===== src/rtl/fetch_queue_pkg.sv =====
// Shared types and constants for the instruction-fetch queue.
package fetch_queue_pkg;
  localparam int XLEN    = 32;
  localparam int PC_STEP = 4;

  typedef struct packed {
    logic [XLEN-1:0] pc;
    logic [XLEN-1:0] instr;
    logic            filled;
  } fetch_entry_t;
endpackage


===== src/rtl/fetch_ptr.sv =====
// Wrap-bit queue pointer: increments modulo 2^W, synchronous clear wins over increment.
module fetch_ptr #(
  parameter int W = 3
) (
  input  logic         clk,
  input  logic         rst,
  input  logic         clr_i,
  input  logic         inc_i,
  output logic [W-1:0] ptr_o
);
  logic [W-1:0] ptr_q, ptr_d;

  always_comb begin
    ptr_d = ptr_q;
    if (clr_i)      ptr_d = '0;
    else if (inc_i) ptr_d = ptr_q + W'(1);
  end

  always_ff @(posedge clk or negedge rst) begin
    if (!rst) ptr_q <= '0;
    else      ptr_q <= ptr_d;
  end

  assign ptr_o = ptr_q;
endmodule


===== src/rtl/fetch_queue.sv =====
// Fetch stage: issues in-order imem requests at pc_i, buffers PC-tagged responses
// in a circular queue for decode, and discards in-flight responses after a redirect.
module fetch_queue
  import fetch_queue_pkg::*;
#(
  parameter int DEPTH = 4,
  parameter int XLEN  = fetch_queue_pkg::XLEN
) (
  input  logic            clk,
  input  logic            rst,
  input  logic [XLEN-1:0] pc_i,
  output logic            pc_en_o,
  input  logic            flush_i,
  output logic            imem_req_valid_o,
  input  logic            imem_req_ready_i,
  output logic [XLEN-1:0] imem_addr_o,
  input  logic            imem_rsp_valid_i,
  input  logic [XLEN-1:0] imem_rsp_data_i,
  output logic            if_valid_o,
  output logic [XLEN-1:0] if_instr_o,
  output logic [XLEN-1:0] if_pc_o,
  output logic [XLEN-1:0] if_pc4_o,
  input  logic            id_ready_i
);
  localparam int AW = $clog2(DEPTH);
  localparam int PW = AW + 1;

  if (XLEN != fetch_queue_pkg::XLEN) begin : g_bad_xlen
    $error("fetch_queue: XLEN must match fetch_queue_pkg::XLEN");
  end

  logic [PW-1:0] alloc_q, fill_q, read_q, occ;
  logic [PW-1:0] drop_q, drop_d;
  logic          full, empty, req_fire, rsp_wr, deq;
  fetch_entry_t  entries_q [DEPTH];
  fetch_entry_t  head;

  assign occ   = alloc_q - read_q;
  assign full  = (occ == PW'(DEPTH));
  assign empty = (alloc_q == read_q);

  assign imem_req_valid_o = rst && !full && !flush_i;
  assign req_fire         = imem_req_valid_o && imem_req_ready_i;
  assign pc_en_o          = req_fire;
  assign imem_addr_o      = pc_i;

  // Responses owed to pre-redirect requests are swallowed while drop_q is nonzero.
  assign rsp_wr = imem_rsp_valid_i && (drop_q == '0) && !flush_i;

  assign head       = entries_q[read_q[AW-1:0]];
  assign if_valid_o = !empty && head.filled;
  assign deq        = if_valid_o && id_ready_i;
  assign if_instr_o = if_valid_o ? head.instr : '0;
  assign if_pc_o    = if_valid_o ? head.pc : '0;
  assign if_pc4_o   = if_valid_o ? head.pc + XLEN'(PC_STEP) : '0;

  fetch_ptr #(.W(PW)) u_alloc (
    .clk(clk), .rst(rst), .clr_i(flush_i), .inc_i(req_fire), .ptr_o(alloc_q)
  );
  fetch_ptr #(.W(PW)) u_fill (
    .clk(clk), .rst(rst), .clr_i(flush_i), .inc_i(rsp_wr), .ptr_o(fill_q)
  );
  fetch_ptr #(.W(PW)) u_read (
    .clk(clk), .rst(rst), .clr_i(flush_i), .inc_i(deq), .ptr_o(read_q)
  );

  // On redirect, everything issued but unanswered becomes a drop, minus the
  // response (dropped or not) that is being consumed this same edge.
  always_comb begin
    drop_d = drop_q;
    if (flush_i)
      drop_d = drop_q + (alloc_q - fill_q) - PW'(imem_rsp_valid_i);
    else if (imem_rsp_valid_i && (drop_q != '0))
      drop_d = drop_q - PW'(1);
  end

  always_ff @(posedge clk or negedge rst) begin
    if (!rst) drop_q <= '0;
    else      drop_q <= drop_d;
  end

  // Slot indices never collide: fill==alloc implies no response, read==alloc
  // implies empty (no dequeue) or full (no request).
  always_ff @(posedge clk or negedge rst) begin
    if (!rst) begin
      for (int i = 0; i < DEPTH; i++) entries_q[i] <= '0;
    end else if (flush_i) begin
      for (int i = 0; i < DEPTH; i++) entries_q[i].filled <= 1'b0;
    end else begin
      if (req_fire) begin
        entries_q[alloc_q[AW-1:0]].pc     <= pc_i;
        entries_q[alloc_q[AW-1:0]].filled <= 1'b0;
      end
      if (rsp_wr) begin
        entries_q[fill_q[AW-1:0]].instr  <= imem_rsp_data_i;
        entries_q[fill_q[AW-1:0]].filled <= 1'b1;
      end
      if (deq) entries_q[read_q[AW-1:0]].filled <= 1'b0;
    end
  end

  a_fill_le_alloc: assert property (@(posedge clk) disable iff (!rst)
    (alloc_q - fill_q) <= PW'(DEPTH));
  a_drop_bound: assert property (@(posedge clk) disable iff (!rst)
    drop_q <= PW'(DEPTH));
  a_rsp_expected: assert property (@(posedge clk) disable iff (!rst)
    imem_rsp_valid_i |-> (drop_q != '0) || (alloc_q != fill_q));
endmodule


===== config.mk =====
export PLATFORM = sky130hd
export DESIGN_NAME = fetch_queue
export DESIGN_NICKNAME = d
export VERILOG_FILES = /design/src/rtl/fetch_queue_pkg.sv /design/src/rtl/fetch_ptr.sv /design/src/rtl/fetch_queue.sv
export SDC_FILE = /design/constraint.sdc
export NUM_CORES = 1
export LEC_CHECK = 0
export CORE_MARGIN = 3
export CORE_UTILIZATION = 57
export CTS_BUF_LIST = sky130_fd_sc_hd__clkbuf_4 sky130_fd_sc_hd__clkbuf_8
export CTS_CLUSTER_SIZE = 14
export DETAILED_ROUTE_END_ITERATION = 10
export PLACE_DENSITY = 0.83
export SYNTH_ARGS = -nofsm -noshare
export SYNTH_HDL_FRONTEND = slang
export SYNTH_SLANG_ARGS = --single-unit

===== constraint.sdc =====
create_clock -name clk -period 4.85 [get_ports clk]
set_input_delay 0.7275 -clock clk [delete_from_list [all_inputs] [get_ports clk]]
set_output_delay 0.7275 -clock clk [all_outputs]
set_load 0.05 [all_outputs]

# Word-level counts from Yosys, hierarchy flattened
# Index checks and enable logic that the tools add are counted.
[classes] add_sub_neg=9 n_lt_le_gt_ge=6 eq_ne=2 n_mux=38 bitwise=3 n_reduce_logical=20
[op_table] operator="bitwise mux 260 bit" n=5
[op_table] operator="two-way mux 260 bit" n=5
[op_table] operator="demux 65 bit (select 2 bit)" n=5
[op_table] operator="two-way mux 65 bit" n=3
[op_table] operator="binary-select mux 65 bit (select 2 bit)" n=1
[op_table] operator="two-way mux 32 bit" n=3
[op_table] operator="two-way mux 33 bit" n=1
[op_table] operator="adder 32 x 3 -> 32 bit, second input constant" n=1
[op_table] operator="two-way mux 3 bit" n=8
[op_table] operator="logical AND 1 bit" n=11
[op_table] operator="adder 3 x 1 -> 3 bit, second input constant" n=3
[op_table] operator=">= comparator 3 bit, second input constant" n=3
[op_table] operator="< comparator 3 x 1 -> 1 bit, second input constant" n=3
[op_table] operator="inverter 2 -> 3 bit" n=3
[op_table] operator="nonzero test 2 bit" n=4
[op_table] operator="two-way mux 1 bit" n=7
[op_table] operator="subtractor 3 bit" n=2
[op_table] operator="adder 3 bit" n=1
[op_table] operator="equality test 3 bit" n=1
[op_table] operator="equality test 3 bit, second input constant" n=1
[op_table] operator="zero test 1 bit" n=3
[op_table] operator="zero test 3 bit" n=1
[op_table] operator="nonzero test 3 bit" n=1
[op_table] operator="subtractor 3 x 1 -> 3 bit" n=1
[op_table] operator="subtractor 3 x 1 -> 3 bit, second input constant" n=1
[totals] reg_bits=272 inputBits=70 out_inout_bits=131 elab_cells=94

# Longest topological paths before layout
# Gate-level depths: netlist of the first run.
[depth] ltp_word=16 ltp_mapped=14 ltp_nobuf=13

# Hierarchy
# A second synthesis of the first run with hierarchy kept.
[hier_totals] cells_unflattened=958 area_unflattened_um2=13623.1
[modules_own_cells] mod="fetch_queue" instances=1 cells_per_inst=925 area_per_inst_um2=13213.9 seq_area_each_um2=6581.3
[modules_own_cells] mod="fetch_ptr" instances=3 cells_per_inst=11 area_per_inst_um2=136.4 seq_area_each_um2=75.1

# Worst setup path before layout of the first run
# Ideal clock, no wire load.
[synth_timing] path_kind="reg-to-output" start="register u_read.ptr_q[1], in the netlist u_read.ptr_o[1]" end="output if_pc_o[0]" arrival_time_ps=3986 required_ps=4123 setup_slack_ps=136 stages_incl_launch_ff=14 n_path_buf=7 path_cell_list="dfrtp_1 -> buf_2 -> clkbuf_4 -> buf_2 -> buf_1 -> clkbuf_1 -> inv_1 -> ha_1 -> nand2_1 -> o21ai_1 -> inv_2 -> clkbuf_1 -> and2_1 -> buf_4"
[synth_via] elab_chain_len=6 word_cells_on_any_way=8 classes_between="eq/ne: 1; mux: 4; bitwise: 1; reduce/logical: 2"
[synth_lines] item="start, declared" line_no="fetch_ptr.sv:11" source="logic [W-1:0] ptr_q, ptr_d;"
[synth_lines] item="start signal, assigned" line_no="fetch_ptr.sv:21" source="else ptr_q <= ptr_d;"
[synth_lines] item="inverter 2 -> 3 bit (implied by the code)" line_no="fetch_queue.sv:50" source="assign head = entries_q[read_q[AW-1:0]];"
[synth_lines] item="binary-select mux 65 bit (select 2 bit)" line_no="fetch_queue.sv:50"
[synth_lines] item="two-way mux 65 bit (implied by the code) (2 in a row)" line_no="fetch_queue.sv:50"
[synth_lines] item="logical AND 1 bit *" line_no="fetch_queue.sv:51" source="assign if_valid_o = !empty && head.filled;"
[synth_lines] item="net if_valid_o" line_no="fetch_queue.sv:19" source="output logic if_valid_o,"
[synth_lines] item="two-way mux 32 bit *" line_no="fetch_queue.sv:54" source="assign if_pc_o = if_valid_o ? head.pc : '0;"
[synth_lines] item="end, declared" line_no="fetch_queue.sv:21" source="output logic [XLEN-1:0] if_pc_o,"
# The timed path passes the listed nets; every way through them passes the cells marked *. The select of a mux whose other input is x is not followed.

# Worst setup path after layout of the first run
[layout_timing] start="register u_read.ptr_q[1], in the netlist u_read.ptr_o[1]" end="output if_pc4_o[25]"
[layout_via] elab_chain_len=6 word_cells_on_any_way=9 classes_between="add/sub: 1; eq/ne: 1; mux: 4; bitwise: 1; reduce/logical: 2"
[layout_lines] item="inverter 2 -> 3 bit (implied by the code)" line_no="fetch_queue.sv:50"
[layout_lines] item="binary-select mux 65 bit (select 2 bit)" line_no="fetch_queue.sv:50"
[layout_lines] item="two-way mux 65 bit (implied by the code) (2 in a row)" line_no="fetch_queue.sv:50"
[layout_lines] item="adder 32 x 3 -> 32 bit or logical AND 1 bit (tied branches)" line_no="fetch_queue.sv:55, fetch_queue.sv:51"
[layout_lines] item="two-way mux 32 bit *" line_no="fetch_queue.sv:55" source="assign if_pc4_o = if_valid_o ? head.pc + XLEN'(PC_STEP) : '0;"
[layout_lines] item="end, declared" line_no="fetch_queue.sv:22" source="output logic [XLEN-1:0] if_pc4_o,"
# Mark *: on every way between the ends. The rest lies on a longest branch, timed or not. The select of a mux whose other input is x is not followed.

==> results of run 1 <==
## kinds of logic after synthesis
group	Yosys count
buffers and inverters	109
adder cells (fa/ha/maj)	22
flip-flops	272
AO/OA/AOI/OAI	34
multiplexers	331
AND/OR/NAND/NOR	175
XOR/XNOR	24
## cell usage in the layout (no fill, tap or decap), drive strengths merged, types with 2 or more instances in the layout
cell,count
clkinv,5
nand3,11
and4,3
or3,4
dlygate4sd2,5
clkinvlp,3
o31ai,6
o2111ai,4
nand2,23
clkbuf,75
and2,62
ha,18
mux2i,2
nor2,36
clkdlybuf4s50,124
nand4b,2
nand4,7
a21oi,13
xnor2,16
o21ai,6
nand2b,3
a221oi,4
nor4,3
mux2,264
dfrtp,272
nor3,8
xor2,8
or4,7
inv,22
mux4,65
buf,94
fa,4
nor2b,4
## final cells by class
cell class / instances / area, um2
inverters: 20 / 75.1
flip-flops and latches: 272 / 6810
fillers: 1529 / 6450
clock buffers: 74 / 925
multi-input cells: 586 / 6300
repair buffers: 225 / 2040
clock inverters: 10 / 65.1
well taps: 313 / 392
## power by group through the flow
stage | sequential [mW] | combinational, mW | clock, mW
floorplan | 2.89 | 1.13 | 0
global placement | 2.94 | 1.44 | 0
detailed placement | 2.97 | 1.49 | 0
CTS | 2.93 | 1.50 | 2.19
global route | 2.98 | 1.63 | 2.30
finish | 2.93 | 1.48 | 2.13
## what timing repair did
item,4_1_cts,5_1_grt
setup endpoints to repair,59,3
gates resized for setup,7,2
hold buffers,0,0
setup buffers,0,1
gates cloned,0,0
## layer usage
layer | global-route usage, % | vias up
li1 | - | 3872
met1 | 30.3 | 4408
met2 | 39.3 | 240
met3 | 5.31 | 48
met4 | 6.90 | 0
met5 | 0 | -
## stage by stage
stage / cells / util [%]
floorplan: 967 / -
global placement: 1415 / 67.6
detailed placement: 1415 / 67.6
CTS: 1499 / 71.9
global route: 1500 / 72.0
finish: 1500 / 72.0
## worst paths after layout
check | cells after the start | to
max reg2reg | 8 | entries_q[130]
min reg2reg | 1 | register
max | 6 | if_pc4_o[25]
min | 1 | asynchronous set/reset pin
max in group asynchronous | 3 | asynchronous set/reset pin
min in group clk | 1 | register
==> flow_summary.yaml, run 1 <==
run_status:
  outcome: "finished, final reports clean"
pwr:
  p_int_mw: 4.74
  pwr-share-comb_pct: 22.6
  swShare_pct: 27.6
  clockPowerShare_pct: 32.6
  sequentialPowerShare_pct: 44.8
  p_leak_nw: 7.60
  p_switching_mw: 1.81
  power_density_nw_per_um2: 394
  ir_worst_vdd_v: 0.000288
  p_total_mw: 6.54
synth:
  synth_top_cell_by_area: "dfrtp_1"
  netlist_top_cells_area: "dfrtp_1 50%, mux2_2 22%, mux4_2 8.8%, and2_1 2.8%, mux4_1 2.3%"
  yosysWarnings: 0
  syn_area_um2: 13600
  syn-num-nets: 1059
  syn_inst: 967
  muxShareOfSynthArea_pct: 33.1
  avgSynthCellArea_um2: 14.1
  yosys_register_bits: 272
  synth_top_area_share_pct: 50.0
  synth_top_family_by_area: "multiplexers"
  synth_edf_count: 0
  async_flop_share_pct: 100
  synthAdderAreaFrac_pct: 2.24
  yosys.area_share.xor_xnor_pct: 1.54
  synth_commonest_cells: "272 x dfrtp_1, 264 x mux2_2, 61 x and2_1"
  synth_compound_area_share_pct: 1.60
  synth_simple_gate_area_share_pct: 7.23
  ys.flop_type: "dfrtp_1"
  synth_most_common_cell: "dfrtp_1"
  synth-seq-area-share_pct: 50.0
  ys_types: 45
setup_path:
  crit_path_end_kind: "primary output"
  cp-start-kind: "register"
  slowest_stage: "clkdlybuf4s50_1"
  path_buf_inv: 1
  cp.arrival_ns: 3.99
  slowest_delay_ns: 0.81
  crit_type: "register to primary output"
  startpoint: "u_read.ptr_o[1]"
  crit_chain: "mux4_1, nand4_4, or4_4, or3_1, a21oi_1, clkdlybuf4s50_1"
  regToRegSetupSlack_ns: 1.45
  critPathTopFamily: "simple AND/OR/NAND/NOR gates"
  r2r_start: "u_read.ptr_o[1]"
  crit_required_ns: 4.12
  cp_max_fo: 26
floorplanning:
  die-area_um2: 25800
  num_rows: 55
  die_y_um: 161
  die_width_um: 161
  core_area_um2: 23100
  num_io_pins: 201
  initial_core_util_pct: 59.0
sta:
  skew_ns: 0.0263
  slew_viol_final: 0
  worst_pin_slew_ns: 0.846
  grt_setup_unrepaired: "false"
  finalWorstSetupSlack_ns: 0.135
  clock.fmax_ghz: 0.212
  setup_tns_ns: 0
  holdWs_ns: 0.0483
  period_needed_ns: 4.72
  setup_violations: 0
  finalCritPeriodShare_pct: 97.2
  hold_viol: 0
  relSlewSlack_pct: 43.6
min_path:
  hp-class: "primary input to asynchronous set/reset pin"
global_routing:
  antenna_found_initial: 0
  grt_pass1_vias: 9200
  grt_overflow: 0
  grt_max_degree: 68
  grt_first_pass_wirelength_um: 48500
  gr-usage-all-layers_pct: 23.3
clock_tree:
  clkTransAtPathRegs_ns: 0.06
  h-tree-depth: 2
  clock_latency_ns: 0.56
  clock_sinks: 272
  cts_made_buffers: 46
  cts_root_buf: "clkbuf_8"
  clockBufferDepth: 3
  cts_tree: "yes"
cells_and_area:
  final_area_um2: 16600
  drive_gt1_share_pct: 43.2
  area_growth_pct: 22.0
  antenna_cells: 0
  fin_nets: 1243
placed_design:
  dp_hpwl_um: 20000
  io_buffers: 200
  routabilityCongestion: 0.834
  dpl_cell_area_um2: 15600
  place_ws_ns: 0.430
routing:
  drt-pass1-iter-count: 4
  drcViolationCount: 0
  routed-via-count: 8568
  wl_met1_um: 12300
  routed.top_layer: "met4"
  wl_met2_um: 15000
  wl_um: 29700
  via_per_inst: 5.71
  ant_nets: 0
  wl_per_cell_um: 19.8
  dr_wl_met3_um: 1850
  drt_iter0_markers: 354
run:
  cap_viol_max_count: 0
(Power assumes the default switching activity.)
==> run 2: changes to the inputs <==
ABC_AREA = 0   (was default)
CORE_MARGIN = default   (was 3)
==> flow_summary.yaml, run 2 (synthesized netlist as in run 1, its figures left out) <==
cells_and_area:
  final_area_um2: 16600
  antenna_cells: 0
  area_growth_pct: 22.0
  final_common_cell: "dfrtp_1"
  drive_gt1_share_pct: 43.3
  fin_nets: 1240
  fillers: 1572
  postLayoutCoreUtil_pct: 70.8
  layout_common_cells: "270 x dfrtp_1, 264 x mux2_2, 123 x clkdlybuf4s50_1"
  ff_latch_area_um2: 6810
  multi_input_area_um2: 6290
  final_cells: 1497
run_status:
  outcome: "finished, final reports clean"
min_path:
  hp-class: "primary input to asynchronous set/reset pin"
routing:
  via_per_inst: 5.65
  drt_iter0_markers: 456
  drcViolationCount: 0
  wl_per_cell_um: 19.5
  wl_um: 29200
  ant_nets: 0
  routed-via-count: 8463
  drt-pass1-iter-count: 4
setup_path:
  crit_type: "register to primary output"
  slowest_stage: "clkdlybuf4s50_1"
  crit_path_end_kind: "primary output"
  crit_required_ns: 4.12
  slowest_delay_ns: 0.81
  crit_chain: "mux4_1, nand4_4, or4_4, or3_1, a21oi_1, clkdlybuf4s50_1"
  cp-start-kind: "register"
  critPathTopFamily: "simple AND/OR/NAND/NOR gates"
  cp.arrival_ns: 3.88
  cp_max_fo: 15
  path_buf_inv: 1
clock_tree:
  hold_buffers: 0
  clock_latency_ns: 0.54
  clockBufferDepth: 3
  clkTransAtPathRegs_ns: 0.06
  cts_tree: "yes"
  h-tree-depth: 2
  cts_made_buffers: 46
  cts_root_buf: "clkbuf_8"
  clock_sinks: 272
sta:
  slew_viol_final: 0
  setup_violations: 0
  skew_ns: 0.0203
  grt_setup_unrepaired: "false"
  worst_pin_slew_ns: 1.06
  period_needed_ns: 4.61
  clock.fmax_ghz: 0.217
  setup_tns_ns: 0
  finalCritPeriodShare_pct: 95.0
  hold_viol: 0
  relSlewSlack_pct: 29.3
pwr:
  power_density_nw_per_um2: 391
  ir_worst_vdd_v: 0.000292
  p_leak_nw: 7.56
global_routing:
  gr-usage-all-layers_pct: 24.9
  grt_max_degree: 176
  grt_overflow: 0
  antenna_found_initial: 1
  grt_pass1_vias: 8879
  grt_first_pass_wirelength_um: 47100
placed_design:
  routabilityCongestion: 0.810
  place_inst: 1418
  dpl_cell_area_um2: 15600
  dp_hpwl_um: 19600
  io_buffers: 200
floorplanning:
  initial_core_util_pct: 58.0
  core_area_um2: 23500
  die_width_um: 157
  num_io_pins: 201
  die-area_um2: 24500
  die_y_um: 157
  num_rows: 56
run:
  cap_viol_max_count: 0
[run 2: changes by cell type in the layout (fill, tap and decap cells not counted), sizes merged]
cell           change
clkdlybuf4s50      -1
bufinv             +1
dlygate4sd2        -5
inv                -1
dlymetal6s2s       -1
clkinvlp           -3
clkinv             -2
buf                +5
clkbuf             -2
[run 2: path summary, 6_finish.rpt]
path / start / end / slack, ns / cells after the start
worst max-delay path: u_read.ptr_o[0] / if_pc4_o[25] / 0.24 / 6
min in group clk: register / register / 0.50 / 1
max in group asynchronous: rst / u_read.ptr_o[0] / 3.48 / 2
worst min-delay path: rst / asynchronous set/reset pin / 0.05 / 1
worst max register to register: u_read.ptr_o[0] / entries_q[65] / 1.36 / 8
worst min register to register: register / register / 0.50 / 1
[run 2: repair_timing]
item                                    4_1_cts  5_1_grt
setup buffers                                 0        1
endpoints found under the setup margin        0       48
resized for setup                             0        0
hold endpoints to repair                      0        0
[run 2: area by class of cell]
| cell class | instances | share of cell area [%] |
|---|---|---|
| clock inverter | 5 | 0.324 |
| clock buffer | 73 | 5.33 |
| tap | 319 | 2.40 |
| sequential | 272 | 41.0 |
| inverter | 20 | 0.452 |
| timing repair buffer | 222 | 12.6 |
| multi-input combinational | 586 | 37.9 |
[run 2: stage by stage]
stage	hold WS, ns	total power [mW]	setup slack [ns]
final	0.0538	6.50	0.241
after global routing	0.0445	6.83	0.0374
after CTS	0.0388	6.55	0.0293
after detailed placement	0.487	4.48	0.611
after global placement	0.479	4.40	0.639
after floorplan	0.432	4.02	0.136
[run 2: where the power goes]
part,switching [mW],leakage (nW),internal (mW),total (mW)
logic,0.686,3.48,0.809,1.49
clock network,0.863,0.506,1.20,2.07
registers,0.219,3.58,2.72,2.94
total,1.77,7.56,4.73,6.50
[run 2: metal layers]
metal | part of all wire [%] | global-route usage, %
met5 | 0 | 0
met4 | 0.85 | 5.56
met3 | 4.8 | 5.12
met2 | 51 | 42.5
met1 | 43 | 32.8
==> run 3: changes to the inputs <==
PLACE_DENSITY = 0.85   (was 0.83)
==> flow_summary.yaml, run 3 (synthesized netlist as in run 1, its figures left out) <==
run_status:
  outcome: "finished, final reports clean"
clock_tree:
  clock_latency_ns: 0.55
  clock_sinks: 272
  clkTransAtPathRegs_ns: 0.06
  h-tree-depth: 2
  cts_root_buf: "clkbuf_8"
  cts_made_buffers: 47
  clockBufferDepth: 3
  cts_tree: "yes"
  hold_buffers: 0
sta:
  clock.fmax_ghz: 0.213
  grt_setup_unrepaired: "false"
  finalCritPeriodShare_pct: 96.6
  hold_viol: 0
  setup_tns_ns: 0
  finalWorstSetupSlack_ns: 0.164
  slew_viol_final: 0
  skew_ns: 0.0185
  worst_pin_slew_ns: 1.08
  period_needed_ns: 4.69
  relSlewSlack_pct: 27.8
  setup_violations: 0
routing:
  wl_um: 32200
  routed.top_layer: "met4"
  ant_nets: 0
  dr_wl_met3_um: 1820
  drcViolationCount: 0
  wl_met2_um: 16700
  via_per_inst: 5.81
  wl_met1_um: 12900
  drt_iter0_markers: 426
  drt-pass1-iter-count: 6
  routed-via-count: 8735
  wl_per_cell_um: 21.4
setup_path:
  cp.arrival_ns: 3.96
  cp_max_fo: 26
  regToRegSetupSlack_ns: 1.49
  crit_path_end_kind: "primary output"
  reg2reg_depth: 7
  r2r_start: "u_read.ptr_o[1]"
  crit_chain: "mux4_1, nand4_4, or4_4, or3_1, a21oi_1, clkdlybuf4s50_1"
  crit_type: "register to primary output"
  critPathTopFamily: "simple AND/OR/NAND/NOR gates"
  cp-start-kind: "register"
  slowest_delay_ns: 0.83
  path_buf_inv: 1
  crit_required_ns: 4.12
  slowest_stage: "clkdlybuf4s50_1"
cells_and_area:
  multi_input_area_um2: 6310
  antenna_cells: 0
  final_common_cell: "dfrtp_1"
  area_growth_pct: 28.6
  drive_gt1_share_pct: 43.6
  postLayoutCoreUtil_pct: 74.5
  layout_common_cells: "270 x dfrtp_1, 264 x mux2_2, 123 x clkdlybuf4s50_1"
  fillers: 1368
  ff_latch_area_um2: 6810
  fin_nets: 1240
global_routing:
  gr-usage-all-layers_pct: 27.4
  grt_max_degree: 85
  grt_overflow: 0
  grt_pass1_vias: 9556
  grt_first_pass_wirelength_um: 51200
  antenna_found_initial: 0
placed_design:
  dp_hpwl_um: 21300
  routabilityCongestion: 0.835
  io_buffers: 200
  place_ws_ns: 0.615
floorplanning:
  core_area_um2: 23500
  initial_core_util_pct: 58.0
  num_rows: 56
  num_io_pins: 201
  die_y_um: 157
  die_width_um: 157
  die-area_um2: 24500
pwr:
  ir_worst_vdd_v: 0.000249
  power_density_nw_per_um2: 389
  p_total_mw: 6.81
  p_leak_nw: 7.78
run:
  cap_viol_max_count: 0
min_path:
  hp-class: "primary input to asynchronous set/reset pin"
-- run 3: cell types whose count changed in the layout (fill, tap and decap cells not counted), sizes merged --
cell	previous run	this run
clkbuf	73	79
buf	99	98
bufinv	1	2
clkinv	3	4
inv	21	20
-- run 3: worst max path at each step --
stage	cells past startpoint	slack, ns	startpoint	to
after floorplan	13	0.14	u_read.ptr_o[1]	if_pc_o[0]
after global placement	6	0.63	u_read.ptr_o[0]	if_pc4_o[25]
after detailed placement	6	0.62	u_read.ptr_o[0]	if_pc4_o[25]
after CTS	6	0.02	u_read.ptr_o[0]	if_pc4_o[25]
after global routing	6	0.04	u_read.ptr_o[1]	if_pc4_o[25]
final	6	0.16	u_read.ptr_o[1]	if_pc4_o[25]
-- run 3: repair_timing --
item / 4_1_cts / 5_1_grt
endpoints found under the setup margin: 0 / 20
resized for setup: 0 / 1
setup buffers: 0 / 1
-- run 3: layout make-up --
cell class,count,share of cell area [%]
Tap cell,319,2.28
Inverter,20,0.429
Clock buffer,79,5.64
Timing Repair Buffer,221,16.2
Clock inverter,6,0.458
Multi-Input combinational cell,586,36.0
Sequential cell,272,38.9
-- run 3: layer usage --
metal	global-route usage (%)	up-vias
met3	5.87	64
li1	-	3852
met1	34.0	4536
met5	0	-
met2	47.8	283
met4	9.10	0
-- run 3: where the power goes --
part	switching [mW]	internal, mW	total (mW)
combinational	0.715	0.835	1.55
clock	0.907	1.38	2.29
sequential	0.247	2.72	2.96
-- run 3: stage by stage --
step / hold slack (ns) / instances / cell area, um2
2_1_floorplan: 0.432 / 967 / 13600
3_3_place_gp: 0.481 / 1417 / 16400
3_5_place_dp: 0.486 / 1417 / 16400
4_1_cts: 0.0728 / 1502 / 17500
5_1_grt: 0.0829 / 1503 / 17500
6_report: 0.0737 / 1503 / 17500
